`src/rtl/mem_arb_pkg.sv`:
```
// Shared types and constants for the data-memory arbiter.
//   state_e     : arbiter FSM states
//   CTRL_*      : encodings of the memory ctrlMEM bus ([1] = read, [0] = write)
//   NUM_PORTS   : number of requesters sharing the memory
//   addr_legal  : word-aligned and inside the memory's byte range
package mem_arb_pkg;

  typedef enum logic [1:0] {
    IDLE,
    ACCESS,
    DONE
  } state_e;

  localparam logic [1:0] CTRL_RD   = 2'b10;
  localparam logic [1:0] CTRL_WR   = 2'b01;
  localparam logic [1:0] CTRL_IDLE = 2'b00;

  localparam int unsigned NUM_PORTS = 2;

  // Compared at 34 bits so large MEM_WORDS values cannot wrap the limit.
  function automatic logic addr_legal(input logic [31:0] addr,
                                      input int unsigned mem_words);
    logic [33:0] limit;
    limit = 34'(mem_words) << 2;
    return (addr[1:0] == 2'b00) && ({2'b00, addr} < limit);
  endfunction

endpackage

```
`src/rtl/mem_arb_rr.sv`:
```
// Combinational two-way request picker.
//   req_i          : per-port request
//   last_grant_i   : port granted most recently
//   mode_i         : 0 = round-robin, 1 = fixed priority (port 0 wins)
//   winner_valid_o : at least one port requesting
//   winner_id_o    : chosen port
module mem_arb_rr
  import mem_arb_pkg::*;
(
  input  logic [NUM_PORTS-1:0] req_i,
  input  logic                 last_grant_i,
  input  logic                 mode_i,
  output logic                 winner_valid_o,
  output logic                 winner_id_o
);

  always_comb begin
    winner_valid_o = |req_i;
    winner_id_o    = 1'b0;
    case (req_i)
      2'b01:   winner_id_o = 1'b0;
      2'b10:   winner_id_o = 1'b1;
      // Contention: fixed priority favours port 0, round-robin favours
      // whichever port was not served last.
      2'b11:   winner_id_o = mode_i ? 1'b0 : ~last_grant_i;
      default: winner_id_o = 1'b0;
    endcase
  end

endmodule

```
`src/rtl/mem_arbiter.sv`:
```
// Arbiter sharing the single-port data memory between the CPU MEM stage
// (port 0) and the debug/program loader (port 1). One access at a time:
// IDLE (arbitrate, latch) -> ACCESS (memory strobe, 1 cycle) -> DONE
// (ack/err pulse, 1 cycle). Illegal addresses go IDLE -> DONE with err set
// and never touch the memory. All outputs are registered.
//   i_clk, i_reset_n        : clock, synchronous active-low reset
//   i_req, i_we             : per-port request / write enable
//   i_addr0/1, i_wdata0/1   : per-port byte address / write data
//   o_ack, o_err            : one-cycle completion / error pulse to the winner
//   o_rdata                 : read data, valid in a read-ack cycle
//   o_busy                  : high in ACCESS and DONE
//   o_memAddr, o_writeData  : memory address / write data
//   o_ctrlMEM               : memory strobe, [1] = read, [0] = write
//   i_readData              : memory read data
module mem_arbiter
  import mem_arb_pkg::*;
#(
  parameter int unsigned ARB_MODE  = 0,
  parameter int unsigned MEM_WORDS = 2048
) (
  input  logic                 i_clk,
  input  logic                 i_reset_n,
  input  logic [NUM_PORTS-1:0] i_req,
  input  logic [NUM_PORTS-1:0] i_we,
  input  logic [31:0]          i_addr0,
  input  logic [31:0]          i_addr1,
  input  logic [31:0]          i_wdata0,
  input  logic [31:0]          i_wdata1,
  output logic [NUM_PORTS-1:0] o_ack,
  output logic [NUM_PORTS-1:0] o_err,
  output logic [31:0]          o_rdata,
  output logic                 o_busy,
  output logic [31:0]          o_memAddr,
  output logic [31:0]          o_writeData,
  output logic [1:0]           o_ctrlMEM,
  input  logic [31:0]          i_readData
);

  localparam logic FIXED_PRIO = (ARB_MODE != 0);

  state_e               state_q, state_d;
  logic                 last_q, last_d;
  logic                 id_q, id_d;
  logic                 we_q, we_d;
  logic [NUM_PORTS-1:0] ack_q, ack_d;
  logic [NUM_PORTS-1:0] err_q, err_d;
  logic [31:0]          rdata_q, rdata_d;
  logic                 busy_q, busy_d;
  logic [31:0]          maddr_q, maddr_d;
  logic [31:0]          wdat_q, wdat_d;
  logic [1:0]           ctrl_q, ctrl_d;

  logic                 win_valid;
  logic                 win_id;
  logic [31:0]          sel_addr;
  logic [31:0]          sel_wdata;
  logic                 sel_we;

  mem_arb_rr u_pick (
    .req_i          (i_req),
    .last_grant_i   (last_q),
    .mode_i         (FIXED_PRIO),
    .winner_valid_o (win_valid),
    .winner_id_o    (win_id)
  );

  always_comb begin
    sel_addr  = win_id ? i_addr1  : i_addr0;
    sel_wdata = win_id ? i_wdata1 : i_wdata0;
    sel_we    = i_we[win_id];
  end

  // Memory-side and requester-side outputs are computed here as next-state
  // values so that each one is a plain register.
  always_comb begin
    state_d = state_q;
    last_d  = last_q;
    id_d    = id_q;
    we_d    = we_q;
    maddr_d = maddr_q;
    wdat_d  = wdat_q;
    ack_d   = '0;
    err_d   = '0;
    rdata_d = '0;
    busy_d  = 1'b0;
    ctrl_d  = CTRL_IDLE;

    case (state_q)
      IDLE: begin
        if (win_valid) begin
          id_d   = win_id;
          last_d = win_id;
          we_d   = sel_we;
          busy_d = 1'b1;
          if (addr_legal(sel_addr, MEM_WORDS)) begin
            state_d = ACCESS;
            maddr_d = sel_addr;
            wdat_d  = sel_wdata;
            ctrl_d  = sel_we ? CTRL_WR : CTRL_RD;
          end else begin
            // Error response: skip ACCESS, pulse ack+err on entering DONE.
            state_d        = DONE;
            ack_d[win_id]  = 1'b1;
            err_d[win_id]  = 1'b1;
          end
        end
      end
      ACCESS: begin
        state_d     = DONE;
        busy_d      = 1'b1;
        ack_d[id_q] = 1'b1;
        rdata_d     = we_q ? '0 : i_readData;
      end
      DONE: begin
        state_d = IDLE;
      end
      default: begin
        state_d = IDLE;
      end
    endcase
  end

  always_ff @(posedge i_clk) begin
    if (!i_reset_n) begin
      state_q <= IDLE;
      last_q  <= 1'b1;  // makes port 0 the first contention winner
      id_q    <= 1'b0;
      we_q    <= 1'b0;
      ack_q   <= '0;
      err_q   <= '0;
      rdata_q <= '0;
      busy_q  <= 1'b0;
      maddr_q <= '0;
      wdat_q  <= '0;
      ctrl_q  <= CTRL_IDLE;
    end else begin
      state_q <= state_d;
      last_q  <= last_d;
      id_q    <= id_d;
      we_q    <= we_d;
      ack_q   <= ack_d;
      err_q   <= err_d;
      rdata_q <= rdata_d;
      busy_q  <= busy_d;
      maddr_q <= maddr_d;
      wdat_q  <= wdat_d;
      ctrl_q  <= ctrl_d;
    end
  end

  assign o_ack       = ack_q;
  assign o_err       = err_q;
  assign o_rdata     = rdata_q;
  assign o_busy      = busy_q;
  assign o_memAddr   = maddr_q;
  assign o_writeData = wdat_q;
  assign o_ctrlMEM   = ctrl_q;

endmodule

```
`config.mk`:
```
export PLATFORM = sky130hd
export DESIGN_NAME = mem_arbiter
export DESIGN_NICKNAME = d
export VERILOG_FILES = /design/src/rtl/mem_arb_pkg.sv /design/src/rtl/mem_arb_rr.sv /design/src/rtl/mem_arbiter.sv
export SDC_FILE = /design/constraint.sdc
export NUM_CORES = 1
export LEC_CHECK = 0
export CORE_ASPECT_RATIO = 1.2
export CORE_UTILIZATION = 39
export DETAILED_ROUTE_END_ITERATION = 7
export PLACE_DENSITY = 0.85
export SLEW_MARGIN = 20
export SYNTH_ARGS = -nofsm -noshare
export SYNTH_HDL_FRONTEND = slang
export SYNTH_SLANG_ARGS = --single-unit
export TNS_END_PERCENT = 10
```
`constraint.sdc`:
```
create_clock -name i_clk -period 2.45 [get_ports i_clk]
set_input_delay 0.49 -clock i_clk [delete_from_list [all_inputs] [get_ports i_clk]]
set_output_delay 0.49 -clock i_clk [all_outputs]
set_load 0.03 [all_outputs]
```
# After elaboration in Yosys (flattened, before gate mapping)
# Index checks and enable logic that the tools add are counted.
[totals]
output_inout_bits = 103
reg_bits = 108
[classes]
eq_ne = 4
mux = 18
n_bitwise = 3
order_cmp = 5
n_reduce_logical = 11
[op_table]
columns = ["op", "count"]
rows = [
  ["$mux W32", 2],
  ["$lt A32 B14 Y1 const B", 1],
  ["$mux W2", 5],
  ["$pmux W2 S2", 2],
  ["$mux W1", 5],
  ["$eq A2 B2 Y1 const B", 2],
  ["$logic_not A2 Y1", 2],
  ["$lt A1 B2 Y1 const B", 2],
  ["$pmux W1 S2", 2],
  ["$reduce_and A2 Y1", 2],
  ["$reduce_and A4 Y1", 1],
  ["$logic_and A1 B1 Y1", 3],
  ["$not A1 Y1", 3],
  ["$reduce_and A3 Y1", 1],
  ["$reduce_or A3 Y1", 1],
  ["$demux W1 S1", 2],
  ["$eq A2 B1 Y1 const B", 1],
  ["$ge A1 B1 Y1 const B", 2],
  ["$ne A2 B1 Y1 const B", 1],
  ["$reduce_or A2 Y1", 1],
]

# Longest topological paths before layout
[depth]
depth_word = 9
depth_mapped = 7
mapped_depth_nobuf = 4

# Modules after synthesis
# A second synthesis with hierarchy kept.
[unflattened]
hier_cells = 413
area_unflattened_um2 = 4240.3
[modules_own_cells]
columns = ["mod", "cells_each", "instances", "seq_area_each_um2", "area_per_inst_um2"]
rows = [
  ["mem_arbiter", 410, 1, 2162.1, 4222.8],
  ["mem_arb_rr", 3, 1, 0.0, 17.5],
]

# Worst setup path after synthesis
# OpenSTA, ideal clock, no wires.
[synth_path]
path_kind = "in2reg"
start = "input i_addr0[31]"
end = "register maddr_q[2] (netlist: o_memAddr[2])"
t_arrival_ns = 1.711
setup_time_ns = 0.120
setup_slack_ns = 0.619
cell_stages = 6
t_required_ns = 2.330
cell_sequence = "nor4_1 nand4_1 o32a_1 buf_6 buf_6 mux2i_1"
[synth_via]
elab_chain_cells = 4
[synth_lines]
columns = ["element", "line", "source"]
rows = [
  ["start: declaration", "mem_arbiter.sv:25", "input logic [31:0] i_addr0,"],
  ["$mux W32", "mem_arbiter.sv:68", "sel_addr = win_id ? i_addr1 : i_addr0;"],
  ["$lt A32 B14 Y1", "mem_arb_pkg.sv:25", "return (addr[1:0] == 2'b00) && ({2'b00, addr} < limit);"],
  ["$logic_and A1 B1 Y1", "mem_arb_pkg.sv:25", ""],
  ["$reduce_and A3 Y1 (no line)", "--", ""],
  ["end signal: assignment", "mem_arbiter.sv:145", "maddr_q <= maddr_d;"],
  ["end: declaration", "mem_arbiter.sv:49", "logic [31:0] maddr_q, maddr_d;"],
]
# No other way between the ends.
# A chain may end at the register's enable or synchronous reset.

# Final worst setup path
[layout_path]
start = "input i_addr0[29]"
end = "register wdat_q[7] (netlist: o_writeData[7])"
[layout_via]
elab_chain_cells = 4
[layout_lines]
columns = ["element", "line", "source"]
rows = [
  ["$mux W32", "mem_arbiter.sv:68", ""],
  ["$lt A32 B14 Y1", "mem_arb_pkg.sv:25", ""],
  ["$logic_and A1 B1 Y1", "mem_arb_pkg.sv:25", ""],
  ["$reduce_and A3 Y1 (no line)", "--", ""],
  ["end signal: assignment", "mem_arbiter.sv:146", "wdat_q <= wdat_d;"],
  ["end: declaration", "mem_arbiter.sv:50", "logic [31:0] wdat_q, wdat_d;"],
]
# No other way between the ends.

==> metrics.md <==
| Metric | Value |
|---|---|
| Combinational share of power | `13.3%` |
| Power Internal | `2.84 mW` |
| Number of max-cap violations | `0` |
| Register area share after synthesis | `about half` |
| CP Capture Type | `flip-flop` |
| Site row count | `41` |
| Clk pin slew, worst setup/hold paths | `0.07 ns` |
| Top cells by area, synth | `dfxtp_1 (51%), mux2_2 (11%), mux2i_1 (10%)` |
| ANT cells | `0` |
| Vias | `3830` |
| WP data arrival | `2.25 ns` |
| Static Leakage | `3.10 nW` |
| Via density | `4.73` |
| DRC | `0` |
| DRT Wirelength | `between 10000 and 15000 um` |
| Cells after synthesis | `roughly 420` |
| Cell-by-cell trace of the critical path | `clkdlybuf4s50_1 > nor4_1 > nand4_1 > o32a_2 > buf_12 > mux2i_1` |
| Crit path time final | `2.04 ns` |
| Setup CP Type | `input port to flip-flop` |
| Port Buffers | `268` |
| Grt ovf | `0` |
| Initial drt markers | `110` |
| Hold bufs inserted after CTS | `0` |
| CP max stage delay | `0.47 ns` |
| Commonest non-fill, non-tap cells in the layout | `clkdlybuf4s50_1 (267), dfxtp_1 (108), nand2_1 (93), mux2i_1 (44), mux2_2 (43)` |
| Routed WL per cell | `15.3 um` |
| Core Util, Final | `69.5%` |
| Largest area contributor in the netlist | `dfxtp_1` |
| Critical Path Fanout Max | `38` |
| Slew @ Worst Pin | `around 0.39 ns` |
| Worst path bufs/invs | `2` |
| Die height | `116 um` |
| TritonRoute pass-1 iters | `4` |
| Max rail drop VDD | `0.000339 V` |
| CP max-delay cell | `o32a_2` |
| Commonest non-fill, non-tap cell in the layout | `clkdlybuf4s50_1` |
| Synthesized Nets | `584` |
| Post-DRT Antenna Nets | `0` |
| Slew margin rel. | `74.0%` |
| Die W | `between 90 and 100 um` |
| Mapped Area | `0.00421 mm2` |
| Core Area | `0.0105 mm2` |
| Initial Utilization | `between 40% and 50%` |
| Antenna violations before repair | `0` |
| Unique masters post-synth | `31` |
| Worst hold path type | `flip-flop to flip-flop` |
| Startpoint types | `input port` |
| FFs w/ async S/R, synth | `0%` |
| FILL cells | `815` |
| # resized after CTS | `0` |
| Final Skew | `0.00758 ns` |
| Critical path data required time | `2.66 ns` |
| Gr usage total | `between 20% and 30%` |
| Ys flop type | `dfxtp_1` |
| Fin nets | `843` |
| Tcrit/Tclk final | `83.2%` |
| Clk buf depth | `2` |
| Die footprint | `0.0112 mm2` |
| CTS sink count | `around 110` |
| Setup tns final | `0 ns` |
| CTS HTree Levels | `3` |
| Sequential power share | `48.9%` |
| Vias in the first global route | `3844` |
| FMAX | `approximately 490 MHz` |
| First-pass GRT wire length | `18400 um` |
| Yosys top cell area share | `51.3%` |
| Hpwl dp | `9690 um` |
| Pwr/cell area | `between 400 and 500 mW/mm2` |
| CTS tree | `built` |
| Delay-heaviest family, CP | `buffers and inverters` |
| Run status | `complete, no violations` |
| Final Hold Vio Count | `0` |
| Share of cells above drive strength 1 | `10.6%` |
| Number of flops mapped to enable cells by yosys | `0` |
| Root Driver | `clkbuf_16` |
| Gpl congestion | `0.845` |
| Finish-stage setup viols | `0` |
| Sw Ratio | `a little over a fifth` |
| Clock power share | `a little under two fifths` |
| Mapped Avg Cell Area | `approximately 10 um2` |
| RSZ-0062 raised after global routing | `no` |
| Psw | `0.781 mW` |
| Yosys reg bits | `108` |
| I/O Pins | `269` |
| Final Max Tran Viols | `0` |
| Post CTS Setup Buffer Count | `0` |
| Clk_lat worst skew | `0.34 ns` |
| Ys Warns | `0` |
| CTS Buf Count | `9` |
| Largest net degree at the start of global routing | `93` |
| Syn-to-layout area delta | `73.6%` |
==> state kept, by name (all words and copies together) (netlist names), 2 cells and up <==
name and flops:
o_rdata 32, o_ctrlMEM 2, o_ack 2, state_q 2
o_memAddr 32, o_writeData 32, o_err 2
==> final timing paths <==
kind | slack (ns) | cells after the start | startpoint | to
setup / recovery | 0.41 | 6 | i_addr0[29] | o_writeData[7]
hold / removal | 0.46 | 2 | o_memAddr[12] | o_memAddr[12]
setup reg to reg | 0.68 | 5 | state_q[0] | o_writeData[7]
hold reg to reg | 0.46 | 2 | o_memAddr[12] | o_memAddr[12]
==> through the flow <==
step	power [mW]	cells	area (um2)	hold WS, ns	worst slack, ns
floorplan	1.98	418	4210	0.464	0.619
global route	3.77	810	7310	0.477	0.282
finish	3.62	810	7310	0.456	0.411
global placement	2.29	795	7020	0.443	0.127
detailed placement	2.30	795	7020	0.450	0.0428
CTS	3.66	810	7310	0.459	0.400
==> layer usage <==
layer  share of wire, %  track usage (%)  up-vias
li1                   -                -     1929
met1                 38             21.5     1732
met2                 53             39.9      146
met3                6.1             5.43       23
met4                2.6             9.85        0
met5                  0                0        -
==> cell type report <==
type	instances	area [um2]	area share (%)
Timing Repair Buffer	276	2780	38.0
Sequential cell	108	2160	29.6
Multi-Input combinational cell	281	1920	26.2
Clock buffer	11	253	3.46
Tap cell	129	161	2.21
Clock inverter	4	35.0	0.479
Inverter	1	3.75	0.0513
==> worst register-to-register path, cell delays in order, from the launching register on <==
cell and delay (ns):
dfxtp_1 0.41, nor2_2 0.27, nand3b_1 0.14, o32a_2 0.44, buf_12 0.21, mux2i_1 0.19
==> cells in the mapped netlist (3+ instances only) <==
| library cell | n |
|---|---|
| clkbuf_1 | 13 |
| nand4_1 | 3 |
| buf_6 | 4 |
| buf_1 | 3 |
| nor2_1 | 8 |
| and3_1 | 21 |
| nor4_1 | 9 |
| and2_1 | 32 |
| dfxtp_1 | 108 |
| buf_2 | 8 |
| mux2_2 | 43 |
| nor3_1 | 7 |
| nand2_1 | 93 |
| mux2i_1 | 44 |
==> logic make-up after synthesis <==
logic type,synth area share (%)
and+or+nand+nor,21.3
DFF,51.3
AOI/OAI and AO/OA,1.84
muxes,22.0
buffers and inverters,3.54
==> power by group through the flow <==
stage,Combinational [mW],Clock [mW],Sequential [mW]
finish,0.482,1.37,1.77
global route,0.517,1.48,1.77
CTS,0.487,1.40,1.77
detailed placement,0.484,0,1.81
global placement,0.475,0,1.81
floorplan,0.163,0,1.82
Note: power is estimated with default switching activity, not from simulation.
